<file path="config.mk">
export PLATFORM = sky130hd
export DESIGN_NAME = command_parser_regfile_flat
export DESIGN_NICKNAME = d
export VERILOG_FILES = /design/src/rtl/command_parser_regfile_if.sv /design/src/rtl/command_parser_regfile.sv /design/src/flat_wrapper.sv
export SDC_FILE = /design/constraint.sdc
export NUM_CORES = 1
export LEC_CHECK = 0
export ABC_AREA = 1
export CORE_MARGIN = 4
export CORE_UTILIZATION = 30
export CTS_CLUSTER_SIZE = 14
export DETAILED_ROUTE_END_ITERATION = 8
export GPL_TIMING_DRIVEN = 0
export PLACE_DENSITY = 0.61
export SETUP_SLACK_MARGIN = 0.4
export SYNTH_ARGS = -nofsm -noshare
export SYNTH_HDL_FRONTEND = slang
export SYNTH_SLANG_ARGS = --single-unit
</file>
<file path="constraint.sdc">
create_clock -name clk -period 1.6 [get_ports clk]
set_input_delay 0.48 -clock clk [delete_from_list [all_inputs] [get_ports clk]]
set_output_delay 0.48 -clock clk [all_outputs]
set_load 0.005 [all_outputs]
</file>
<file path="src/rtl/command_parser_regfile_if.sv">
// Command/configuration bundle between the UART nibble framer and the command parser register file.
// The parser takes the slave side and the framer or bench takes the master side.
interface command_parser_regfile_if #(
  parameter int unsigned CTRL_W = 4,
  parameter int unsigned VAL_W  = 4,
  parameter int unsigned NUM_CH = 4,
  parameter int unsigned STEP_W = 12
);
  logic              I_command_flag;
  logic [CTRL_W-1:0] I_ctrl_command;
  logic [VAL_W-1:0]  I_value_command;
  logic              O_video_move_en;
  logic              O_move_home;
  logic [NUM_CH-1:0] O_ch_en;
  logic [1:0]        O_splice_mode;
  logic [STEP_W-1:0] O_move_step;
  logic              O_cfg_update;
  logic              O_cmd_err;

  modport master (
    output I_command_flag, I_ctrl_command, I_value_command,
    input  O_video_move_en, O_move_home, O_ch_en, O_splice_mode,
           O_move_step, O_cfg_update, O_cmd_err
  );

  modport slave (
    input  I_command_flag, I_ctrl_command, I_value_command,
    output O_video_move_en, O_move_home, O_ch_en, O_splice_mode,
           O_move_step, O_cfg_update, O_cmd_err
  );
endinterface

</file>
<file path="src/rtl/command_parser_regfile.sv">
// UART command decoder and register file for the quad-splicer controls, with multi-beat move-step assembly.
// Optional macro CMD_TIMEOUT_EN adds an inter-beat idle timeout of TIMEOUT_CYC cycles while in COLLECT.
//
// state     | meaning
// S_IDLE    | no frame open; every flagged command is decoded directly
// S_COLLECT | move-step frame open; ctrl=F beats are shifted in, anything else aborts the frame
module command_parser_regfile #(
  parameter int unsigned CTRL_W      = 4,
  parameter int unsigned VAL_W       = 4,
  parameter int unsigned NUM_CH      = 4,
  parameter int unsigned STEP_BEATS  = 3,
  parameter logic [VAL_W*STEP_BEATS-1:0] STEP_INIT = 'd4,
  parameter int unsigned TIMEOUT_CYC = 5000000
) (
  input logic clk,
  input logic rst_n,
  command_parser_regfile_if.slave bus
);
  localparam int unsigned STEP_W = VAL_W * STEP_BEATS;
  localparam int unsigned BC_W   = $clog2(STEP_BEATS + 1);
  localparam logic [CTRL_W-1:0] OP_MOVE = CTRL_W'(0);
  localparam logic [CTRL_W-1:0] OP_CHEN = CTRL_W'(1);
  localparam logic [CTRL_W-1:0] OP_MODE = CTRL_W'(2);
  localparam logic [CTRL_W-1:0] OP_STEP = CTRL_W'(3);
  localparam logic [CTRL_W-1:0] OP_CONT = '1;

  if (VAL_W < NUM_CH || VAL_W < 2 || TIMEOUT_CYC < 1) begin : g_bad_cfg
    $error("command_parser_regfile: illegal parameter combination");
  end

  typedef enum logic {S_IDLE, S_COLLECT} state_t;

  state_t            state_q, state_d;
  logic [BC_W-1:0]   beat_cnt_q, beat_cnt_d;
  logic [STEP_W-1:0] shift_q, shift_d;
  logic              move_en_q, move_en_d;
  logic              home_q, home_d;
  logic [NUM_CH-1:0] ch_en_q, ch_en_d;
  logic [1:0]        mode_q, mode_d;
  logic [STEP_W-1:0] step_q, step_d;
  logic              cfg_q, cfg_d;
  logic              err_q, err_d;
  logic              idle_dec;

`ifdef CMD_TIMEOUT_EN
  localparam int unsigned TMO_W = $clog2(TIMEOUT_CYC + 1);
  logic [TMO_W-1:0]  tmo_q, tmo_d;

  always_ff @(posedge clk or negedge rst_n) begin
    if (!rst_n) tmo_q <= '0;
    else        tmo_q <= tmo_d;
  end
`endif

  always_ff @(posedge clk or negedge rst_n) begin
    if (!rst_n) begin
      state_q    <= S_IDLE;
      beat_cnt_q <= '0;
      shift_q    <= '0;
      move_en_q  <= 1'b0;
      home_q     <= 1'b0;
      ch_en_q    <= '1;
      mode_q     <= 2'd0;
      step_q     <= STEP_INIT;
      cfg_q      <= 1'b0;
      err_q      <= 1'b0;
    end else begin
      state_q    <= state_d;
      beat_cnt_q <= beat_cnt_d;
      shift_q    <= shift_d;
      move_en_q  <= move_en_d;
      home_q     <= home_d;
      ch_en_q    <= ch_en_d;
      mode_q     <= mode_d;
      step_q     <= step_d;
      cfg_q      <= cfg_d;
      err_q      <= err_d;
    end
  end

  always_comb begin
    state_d    = state_q;
    beat_cnt_d = beat_cnt_q;
    shift_d    = shift_q;
    move_en_d  = move_en_q;
    home_d     = 1'b0;
    ch_en_d    = ch_en_q;
    mode_d     = mode_q;
    step_d     = step_q;
    cfg_d      = 1'b0;
    err_d      = 1'b0;
    idle_dec   = 1'b0;
`ifdef CMD_TIMEOUT_EN
    tmo_d      = '0;
`endif
    if (bus.I_command_flag) begin
      if (state_q == S_COLLECT) begin
        if (bus.I_ctrl_command == OP_CONT) begin
          shift_d    = (shift_q << VAL_W) | STEP_W'(bus.I_value_command);
          beat_cnt_d = beat_cnt_q + BC_W'(1);
          if (beat_cnt_d == BC_W'(STEP_BEATS)) begin
            step_d  = shift_d;
            cfg_d   = 1'b1;
            state_d = S_IDLE;
          end
        end else begin
          // Abort: drop the partial frame, then the same command is decoded as if idle.
          err_d      = 1'b1;
          state_d    = S_IDLE;
          shift_d    = '0;
          beat_cnt_d = '0;
          idle_dec   = 1'b1;
        end
      end else begin
        idle_dec = 1'b1;
      end

      if (idle_dec) begin
        if (bus.I_ctrl_command == OP_MOVE) begin
          move_en_d = bus.I_value_command[0];
          home_d    = bus.I_value_command[1];
          cfg_d     = 1'b1;
        end else if (bus.I_ctrl_command == OP_CHEN) begin
          ch_en_d = bus.I_value_command[NUM_CH-1:0];
          cfg_d   = 1'b1;
        end else if (bus.I_ctrl_command == OP_MODE) begin
          if (bus.I_value_command[1:0] != 2'd3) begin
            mode_d = bus.I_value_command[1:0];
            cfg_d  = 1'b1;
          end else begin
            err_d = 1'b1;
          end
        end else if (bus.I_ctrl_command == OP_STEP) begin
          shift_d    = STEP_W'(bus.I_value_command);
          beat_cnt_d = BC_W'(1);
          if (STEP_BEATS == 1) begin
            step_d  = STEP_W'(bus.I_value_command);
            cfg_d   = 1'b1;
            state_d = S_IDLE;
          end else begin
            state_d = S_COLLECT;
          end
        end else begin
          err_d = 1'b1;
        end
      end
    end
`ifdef CMD_TIMEOUT_EN
    else if (state_q == S_COLLECT) begin
      if (tmo_q == TMO_W'(TIMEOUT_CYC - 1)) begin
        state_d    = S_IDLE;
        shift_d    = '0;
        beat_cnt_d = '0;
        err_d      = 1'b1;
      end else begin
        tmo_d = tmo_q + TMO_W'(1);
      end
    end
`endif
  end

  always_comb begin
    bus.O_video_move_en = move_en_q;
    bus.O_move_home     = home_q;
    bus.O_ch_en         = ch_en_q;
    bus.O_splice_mode   = mode_q;
    bus.O_move_step     = step_q;
    bus.O_cfg_update    = cfg_q;
    bus.O_cmd_err       = err_q;
  end
endmodule
</file>
<file path="src/flat_wrapper.sv">
// flat-port wrapper written by rule: the top's interface ports become plain ports
module command_parser_regfile_flat 
#(
  parameter int unsigned CTRL_W      = 4,
  parameter int unsigned VAL_W       = 4,
  parameter int unsigned NUM_CH      = 4,
  parameter int unsigned STEP_BEATS  = 3,
  parameter logic [VAL_W*STEP_BEATS-1:0] STEP_INIT = 'd4,
  parameter int unsigned TIMEOUT_CYC = 5000000
)
  (clk, rst_n, bus_I_command_flag, bus_I_ctrl_command, bus_I_value_command, bus_O_video_move_en, bus_O_move_home, bus_O_ch_en, bus_O_splice_mode, bus_O_move_step, bus_O_cfg_update, bus_O_cmd_err);
  command_parser_regfile_if #(.CTRL_W(CTRL_W), .VAL_W(VAL_W), .NUM_CH(NUM_CH)) bus_i ();
  input logic clk;
  input logic rst_n;
  input wire logic [$bits(bus_i.I_command_flag)-1:0] bus_I_command_flag;
  input wire logic [$bits(bus_i.I_ctrl_command)-1:0] bus_I_ctrl_command;
  input wire logic [$bits(bus_i.I_value_command)-1:0] bus_I_value_command;
  output wire logic [$bits(bus_i.O_video_move_en)-1:0] bus_O_video_move_en;
  output wire logic [$bits(bus_i.O_move_home)-1:0] bus_O_move_home;
  output wire logic [$bits(bus_i.O_ch_en)-1:0] bus_O_ch_en;
  output wire logic [$bits(bus_i.O_splice_mode)-1:0] bus_O_splice_mode;
  output wire logic [$bits(bus_i.O_move_step)-1:0] bus_O_move_step;
  output wire logic [$bits(bus_i.O_cfg_update)-1:0] bus_O_cfg_update;
  output wire logic [$bits(bus_i.O_cmd_err)-1:0] bus_O_cmd_err;
  assign bus_i.I_command_flag = bus_I_command_flag;
  assign bus_i.I_ctrl_command = bus_I_ctrl_command;
  assign bus_i.I_value_command = bus_I_value_command;
  assign bus_O_video_move_en = bus_i.O_video_move_en;
  assign bus_O_move_home = bus_i.O_move_home;
  assign bus_O_ch_en = bus_i.O_ch_en;
  assign bus_O_splice_mode = bus_i.O_splice_mode;
  assign bus_O_move_step = bus_i.O_move_step;
  assign bus_O_cfg_update = bus_i.O_cfg_update;
  assign bus_O_cmd_err = bus_i.O_cmd_err;
  command_parser_regfile #(.CTRL_W(CTRL_W), .VAL_W(VAL_W), .NUM_CH(NUM_CH), .STEP_BEATS(STEP_BEATS), .STEP_INIT(STEP_INIT), .TIMEOUT_CYC(TIMEOUT_CYC)) u_core (.clk(clk), .rst_n(rst_n), .bus(bus_i));
endmodule
</file>
# [Yosys cells after proc, flatten, opt, wreduce, memory -nomap -nowiden]
# Index checks and enable logic that the tools add are counted.
[totals] word_cells=70 reg_bits=37 output_inout_bits=22
[op_classes] eq_ne=6 bitwise=3 muxes=45 reduce_logical=5 addsub=1
[op_table] op="$mux W12" n=7
[op_table] op="$mux W1" n=31
[op_table] op="$mux W2" n=7
[op_table] op="$or A12 B4 Y12" n=1
[op_table] op="$eq A4 B2 Y1 const B" n=2
[op_table] op="$reduce_and A4 Y1" n=2
[op_table] op="$reduce_and A6 Y1" n=1
[op_table] op="$eq A4 B1 Y1 const B" n=1
[op_table] op="$eq A4 B4 Y1 const B" n=1
[op_table] op="$logic_not A4 Y1" n=1
[op_table] op="$reduce_and A3 Y1" n=1
[op_table] op="$add A2 B1 Y2 const B" n=1
[op_table] op="$eq A2 B2 Y1 const B" n=1
[op_table] op="$ne A2 B2 Y1 const B" n=1
[op_table] op="$not A1 Y1" n=2

# [Depth between registers and ports, before layout]
# Gate-level depths: netlist of the first run.
[depth] depth_word=11 ltp_mapped=8 depth_no_buf=7

# [Worst setup path before layout of the first run]
# No wires, ideal clock.
[synth_timing] path_kind="input -> register" startpoint="input bus_I_command_flag" endpoint="register u_core.mode_q[0], in the netlist u_core.bus.O_splice_mode[0]" cell_stages=6 setup_time_ps=117 setup_slack_ps=375 t_arrival_ps=1108 path_buffers=1 cell_sequence="buf_2 inv_1 a21oi_1 nand3_1 nand2_1 nand2_1"
[synth_via] elab_chain_cells=1
[synth_lines] element="start, declared" line="flat_wrapper.sv:15" rtl="input wire logic [$bits(bus_i.I_command_flag)-1:0] bus_I_command_flag;"
[synth_lines] element="$reduce_and A6 Y1 (no line)"
[synth_lines] element="end signal, assigned" line="command_parser_regfile.sv:74" rtl="mode_q <= mode_d;"
[synth_lines] element="end, declared" line="command_parser_regfile.sv:39" rtl="logic [1:0] mode_q, mode_d;"
# No other way between the ends.
# A chain may end at the register's enable or synchronous reset.

# [Final worst setup path of the first run]
[layout_timing] startpoint="register u_core.ch_en_q[2], in the netlist u_core.bus.O_ch_en[2]" endpoint="output bus_O_ch_en[2]"
[layout_rtl] element="start, declared" line="command_parser_regfile.sv:38" rtl="logic [NUM_CH-1:0] ch_en_q, ch_en_d;"
[layout_rtl] element="start signal, assigned" line="command_parser_regfile.sv:73" rtl="ch_en_q <= ch_en_d;"
[layout_rtl] element="end, declared" line="flat_wrapper.sv:20" rtl="output wire logic [$bits(bus_i.O_ch_en)-1:0] bus_O_ch_en;"
# No word-level cell between the ends.

==> results.sh, run 1 <==
export IMPL_num_nets_final=264
export IMPL_criticalPathCategory="flip-flop to output port"
export IMPL_seq_area_frac_synth_pct=53.59
export IMPL_cts_max_level=2
export IMPL_die_area_um2=6391
export IMPL_synth_cell_area_um2=1553
export IMPL_drt_iter0_drc=68
export IMPL_yosysWarningCount=0
export IMPL_netlist_top_cells_area="sky130_fd_sc_hd__dfrtp_1 (45%), sky130_fd_sc_hd__nand2_1 (17%), sky130_fd_sc_hd__nand3_1 (10%)"
export IMPL_fmax_mhz=714.2
export IMPL_yosys_mux_area_fraction_pct=0
export IMPL_finalCoreUtilization_pct=47.28
export IMPL_total_clock_sinks=33
export IMPL_first_global_vias=1481
export IMPL_synthArstFlopShare_pct=100.0
export IMPL_floorplan_die_width_um=79.95
export IMPL_finalClockSkew_ns=0.008350
export IMPL_worst_hold_slack_ns=0.2459
export IMPL_initial_antenna_violation_count=0
export IMPL_grt_first_pass_wirelength_um=6630
export IMPL_via_per_inst=4.575
export IMPL_post_synthesis_cell_count=187
export IMPL_main_combinational_cell_family_by_area_after_synthesis="simple AND/OR/NAND/NOR gates"
export IMPL_period_minus_slack_ns=1.400
export IMPL_crit_path_start_kind="flip-flop"
export IMPL_detail_route_antenna_nets=0
export IMPL_synth_simple_gate_area_share_pct=35.29
export IMPL_critPathSlowestCell="sky130_fd_sc_hd__dfstp_2"
export IMPL_outcome="finished clean"
export IMPL_totalPowerFinal_mw=1.998
export IMPL_core_um2=4880
export IMPL_synth_enable_flop_cells=0
export IMPL_clk_transition_reported_paths_ns=0.07
export IMPL_io_buffers=31
export IMPL_overflow=0
export IMPL_final_hold_viol_count=0
export IMPL_initial_core_util_pct=31.82
export IMPL_detail_route_drc_violations=0
export IMPL_synthesized_area_fraction_occupied_by_ao_oa_aoi_and_oai_cells_pct=2.820
export IMPL_num_antenna_cells=0
export IMPL_fraction_of_final_layout_cells_with_drive_strength_greater_than_1_pct=40.32
export IMPL_hpwl_um=2431
export IMPL_crit_family="flip-flops"
export IMPL_power_density_nw_per_um2=865.8
export IMPL_worstMarginPinSlew_ns=0.7253
export IMPL_cellLeakagePower_nw=1.290
export IMPL_worst_slew_margin_rel_pct=51.64
export IMPL_detailroute_via_count=1464
export IMPL_worstPathArrival_ns=0.92
export IMPL_globalRouteTotalUtil_pct=13.19
export IMPL_critical_path_n_buffers_inverters=1
export IMPL_flow_area_growth_from_synthesis_pct=48.59
export IMPL_place_gp_congestion=0.7802
export IMPL_drt_pass1_iter_count=5
export IMPL_final_max_slew_viol_count=0
export IMPL_synthesized_nets=199
export IMPL_ioPinCount=33
export IMPL_synth_fa_ha_area_share_pct=0.8058
export IMPL_placementRows=25
export IMPL_endpoint_kind="output port"
export IMPL_tritoncts="done"
export IMPL_critical_path_max_stage_delay_ns=0.53
export IMPL_period_utilisation_layout_pct=87.51
export IMPL_insertion_delay_ns=0.28
export IMPL_setup_viol=0
export IMPL_cap_viol_max_count=0
export IMPL_die_y_um=79.95
export IMPL_crit_fanout=2
export IMPL_register_bit_total_from_synthesis=33
export IMPL_cts_buffers=5
export IMPL_synthDistinctLibCells=20
export IMPL_cts_hold_fix_buffers=0
export IMPL_synth_top_area_share_pct=45.12
export IMPL_cts_root_buf="sky130_fd_sc_hd__clkbuf_8"
export IMPL_finalWirelength_um=3955
export IMPL_holdCritPathClass="input port to async pin"
export IMPL_required_ns=1.12
export IMPL_grt_max_degree=34
export IMPL_ctsLongestPathBuffers=2
export IMPL_synth_flop_cell="sky130_fd_sc_hd__dfrtp_1"
export IMPL_synthXorXnorAreaFrac_pct=0
export IMPL_post_drt_wl_per_cell_um=12.36
export IMPL_vdd_ir_drop_max_v=0.0004327
export IMPL_synth_top_area_cell="sky130_fd_sc_hd__dfrtp_1"
export IMPL_avgSynthCellArea_um2=8.303
export IMPL_crit_path_cell_trace="buf_2"
export IMPL_grt_setup_unrepaired="yes"
[cell usage in the layout, fill, tap and decap left out, types with 3 or more instances in the layout]
master                     synthesis  layout
sky130_fd_sc_hd__buf_2             3      27
sky130_fd_sc_hd__buf_4             0      23
sky130_fd_sc_hd__buf_6             2       4
sky130_fd_sc_hd__buf_8             0       3
sky130_fd_sc_hd__clkbuf_8          0       6
sky130_fd_sc_hd__dfrtp_1          28      27
sky130_fd_sc_hd__dfstp_2           5       5
sky130_fd_sc_hd__inv_1            21      18
sky130_fd_sc_hd__nand2_1          69      61
sky130_fd_sc_hd__nand2_2           1       7
sky130_fd_sc_hd__nand3_1          31      21
sky130_fd_sc_hd__nand3_2           1       9
sky130_fd_sc_hd__nand3_4           1       3
sky130_fd_sc_hd__nand4_1           3       3
sky130_fd_sc_hd__nor2_1            9       9
sky130_fd_sc_hd__o21ai_0           4       4
[layer usage]
metal | vias to the layer above | track usage (%) | share of wire [%]
met5 | - | 0 | 0
met3 | 7 | 2.935 | 5.3
met1 | 696 | 16.06 | 44
met2 | 34 | 22.52 | 49
met4 | 0 | 5.068 | 1.7
li1 | 727 | - | -
[cells in the mapped netlist (2+ instances only)]
cell type / count
sky130_fd_sc_hd__nand4_1: 3
sky130_fd_sc_hd__inv_1: 21
sky130_fd_sc_hd__buf_2: 3
sky130_fd_sc_hd__a21oi_1: 3
sky130_fd_sc_hd__nand2_1: 69
sky130_fd_sc_hd__dfrtp_1: 28
sky130_fd_sc_hd__o21ai_0: 4
sky130_fd_sc_hd__buf_6: 2
sky130_fd_sc_hd__nand3_1: 31
sky130_fd_sc_hd__nor2_1: 9
sky130_fd_sc_hd__dfstp_2: 5
[repair_timing]
item,4_1_cts,5_1_grt
setup buffers,20,5
setup endpoints to repair,55,46
pin swaps,5,22
gates cloned,2,0
resized for setup,114,30
[power by group]
group          switching [mW]  internal (mW)  total, mW  leakage [nW]
Combinational           0.139          0.110      0.249         0.800
Clock                   0.302          0.508      0.810        0.0585
Sequential             0.0343          0.905      0.939         0.432
Total                   0.476           1.52       2.00          1.29
[cell type report]
class	instances	area, µm²
Multi-Input combinational cell	128	724.4
Timing Repair Buffer	58	412.9
Fill cell	493	2572
Tap cell	67	83.83
Inverter	21	81.33
Buffer	5	55.05
Clock inverter	1	30.03
Sequential cell	33	833.3
Clock buffer	7	86.33
[state kept, by name (all words and copies together) (netlist names)]
register and count:
u_core.bus.O_ch_en 4, u_core.bus.O_video_move_en 1, u_core.bus.O_move_home 1, u_core.state_q 1, u_core.shift_q 8, u_core.bus.O_move_step 12, u_core.bus.O_cmd_err 1, u_core.beat_cnt_q 2
u_core.bus.O_cfg_update 1, u_core.bus.O_splice_mode 2
[final timing paths]
| kind | start | end | slack, ns | cells past startpoint |
|---|---|---|---|---|
| max in group asynchronous | rst_n | u_core.state_q | 0.83 | 1 |
| min in group clk | u_core.bus.O_splice_mode[1] | u_core.bus.O_splice_mode[1] | 0.47 | 2 |
| min reg2reg | u_core.bus.O_splice_mode[1] | u_core.bus.O_splice_mode[1] | 0.47 | 2 |
| max | u_core.bus.O_ch_en[2] | bus_O_ch_en[2] | 0.20 | 1 |
| min | rst_n | u_core.bus.O_move_step[3] | 0.25 | 1 |
| max reg2reg | u_core.beat_cnt_q[0] | u_core.bus.O_move_step[7] | 0.40 | 8 |
[per-stage QoR]
stage	instances	cell area, µm²	setup TNS [ns]	worst slack, ns
finish	320	2307	0	0.1998
detailed placement	285	1948	-8.024	-0.3081
global route	320	2307	0	0.1702
global placement	285	1953	-27.19	-0.6377
CTS	315	2165	0	0.1933
floorplan	187	1559	0	0.4163
[logic make-up (layout without fill, tap and decap cells)]
logic type / Yosys count / in the layout
compound gates: 8 / 8
simple gates: 119 / 119
fa+ha+maj: 1 / 1
flops: 33 / 33
buf+inv: 26 / 92
Power figures use the tool's default switching activity.
==> run 2, diff against run 1 <==
- CORE_MARGIN: 4 -> 10
==> run 2 against run 1 <==
Final cell count shrank 2.2%. Register-to-register slack gained 0.03 ns. Sequential share of layout area grew 2.6 points. Sequential power is essentially flat. Clock skew shrank 0.0051 ns. Combinational power grew 2%. Utilization shrank 4.9 points. Largest cell class unchanged. Via count shrank 6.4%.
==> results.sh, run 2 (synthesis gave the netlist of run 1 again) <==
export IMPL_cellLeakagePower_nw=1.242
export IMPL_globalRouteTotalUtil_pct=9.371
export IMPL_total_clock_sinks=33
export IMPL_flow_area_growth_from_synthesis_pct=38.52
export IMPL_groute_layer_met1_usage_pct=11.41
export IMPL_finalCoreUtilization_pct=42.38
export IMPL_placementRows=26
export IMPL_most_common_layout_cells="sky130_fd_sc_hd__nand2_1 (59), sky130_fd_sc_hd__nand3_1 (31), sky130_fd_sc_hd__dfrtp_1 (27)"
export IMPL_post_layout_nonfiller_instances=313
export IMPL_worstPathArrival_ns=0.91
export IMPL_endpoint_kind="output port"
export IMPL_detail_route_antenna_nets=0
export IMPL_io_buffers=31
export IMPL_fin_tns_setup_ns=0
export IMPL_initial_core_util_pct=30.60
export IMPL_period_minus_slack_ns=1.390
export IMPL_post_drt_wl_per_cell_um=12.14
export IMPL_crit_family="flip-flops"
export IMPL_initial_antenna_violation_count=0
export IMPL_grt_max_degree=34
export IMPL_power_density_nw_per_um2=841.5
export IMPL_final_max_slew_viol_count=0
export IMPL_layout_cell_area_non_filler_um2=2151
export IMPL_via_per_inst=4.377
export IMPL_vdd_ir_drop_max_v=0.0004342
export IMPL_clk_transition_reported_paths_ns=0.07
export IMPL_overflow=0
export IMPL_detail_route_drc_violations=0
export IMPL_die_area_um2=8454
export IMPL_drt_pass1_iter_count=4
export IMPL_num_nets_final=254
export IMPL_cts_root_buf="sky130_fd_sc_hd__clkbuf_8"
export IMPL_required_ns=1.12
export IMPL_grt_setup_unrepaired="yes"
export IMPL_num_antenna_cells=0
export IMPL_detailroute_via_count=1370
export IMPL_cap_viol_max_count=0
export IMPL_layout_commonest_cell="sky130_fd_sc_hd__nand2_1"
export IMPL_placed_area_um2=1952
export IMPL_placedCellCount=288
export IMPL_critPathSlowestCell="sky130_fd_sc_hd__dfstp_2"
export IMPL_setup_viol=0
export IMPL_global_route_met2_utilization_pct=14.53
export IMPL_core_um2=5075
export IMPL_finalWirelength_um=3801
export IMPL_met3_usage_pct=3.830
export IMPL_critical_path_max_stage_delay_ns=0.54
export IMPL_insertion_delay_ns=0.28
export IMPL_hpwl_um=2540
export IMPL_crit_fanout=2
export IMPL_cts_buffers=5
export IMPL_critical_path_n_buffers_inverters=1
export IMPL_first_global_vias=1350
export IMPL_ioPinCount=33
export IMPL_ctsLongestPathBuffers=2
export IMPL_die_y_um=91.95
export IMPL_floorplan_die_width_um=91.95
export IMPL_largest_reg_flops=12
export IMPL_crit_path_start_kind="flip-flop"
export IMPL_holdCritPathClass="input port to async pin"
export IMPL_finalClockSkew_ns=0.003221
export IMPL_tritoncts="done"
export IMPL_worstReg2RegStart="u_core.beat_cnt_q[0]"
export IMPL_totalPowerFinal_mw=1.810
export IMPL_cp_startpoint="u_core.bus.O_ch_en[0]"
export IMPL_place_gp_congestion=0.7773
export IMPL_period_utilisation_layout_pct=86.90
export IMPL_fmax_mhz=719.2
export IMPL_crit_path_cell_trace="buf_6"
export IMPL_grt_first_pass_wirelength_um=6479
export IMPL_cts_max_level=2
export IMPL_criticalPathCategory="flip-flop to output port"
export IMPL_drt_iter0_drc=36
export IMPL_worstMarginPinSlew_ns=0.7304
export IMPL_grt_busiest_layer="met2"
export IMPL_final_hold_viol_count=0
export IMPL_worst_slew_margin_rel_pct=51.31
export IMPL_fraction_of_final_layout_cells_with_drive_strength_greater_than_1_pct=36.21
export IMPL_outcome="finished clean"
==> run 2: changes by cell type in the layout (fill, tap and decap cells not counted), sizes merged <==
cell,change
buf,-11
clkbuf,-2
clkinv,+2
bufinv,-1
clkdlybuf4s15,+1
clkinvlp,+1
==> run 2: through the flow <==
stage                     hold WS, ns  setup slack, ns
after detailed placement       0.4590          -0.3239
after floorplan                0.1844           0.4163
after global placement         0.4549          -0.6731
final                          0.2479           0.2096
after CTS                      0.2872           0.1939
after global routing           0.3096           0.1764
==> run 2: layout make-up <==
cell class | instances | area (µm²)
Sequential cell | 33 | 833.3
Inverter | 21 | 81.33
Clock buffer | 5 | 68.82
Fill cell | 538 | 2924
Tap cell | 70 | 87.58
Multi-Input combinational cell | 128 | 673.1
Clock inverter | 3 | 17.52
Buffer | 5 | 47.55
Timing Repair Buffer | 48 | 341.6
==> run 2: per-layer routing <==
metal	wire length (µm)	part of all wire, %
met1	1802	47
met2	1677	44
met4	56	1.5
met5	0	0
met3	264	6.9
==> run 2: path summary, 6_finish.rpt <==
check                                              end  slack [ns]  cells past startpoint
min                               u_core.beat_cnt_q[0]        0.25                      1
min in group clk           u_core.bus.O_splice_mode[1]        0.47                      2
max reg2reg                  u_core.bus.O_move_step[3]        0.43                      8
max in group asynchronous               u_core.state_q        0.84                      1
min reg2reg                u_core.bus.O_splice_mode[1]        0.47                      2
max                                     bus_O_ch_en[0]        0.21                      1
==> run 2: power by group <==
| group | switching, mW | leakage (nW) | internal (mW) |
|---|---|---|---|
| sequential | 0.0367 | 0.432 | 0.905 |
| combinational | 0.135 | 0.766 | 0.117 |
| clock | 0.316 | 0.0439 | 0.300 |
==> run 2: timing repair <==
action	4_1_cts	5_1_grt
cloned	1	0
endpoints found under the setup margin	55	41
resized for setup	114	22
hold buffers	0	0
setup buffers	11	5
pin swaps	3	2
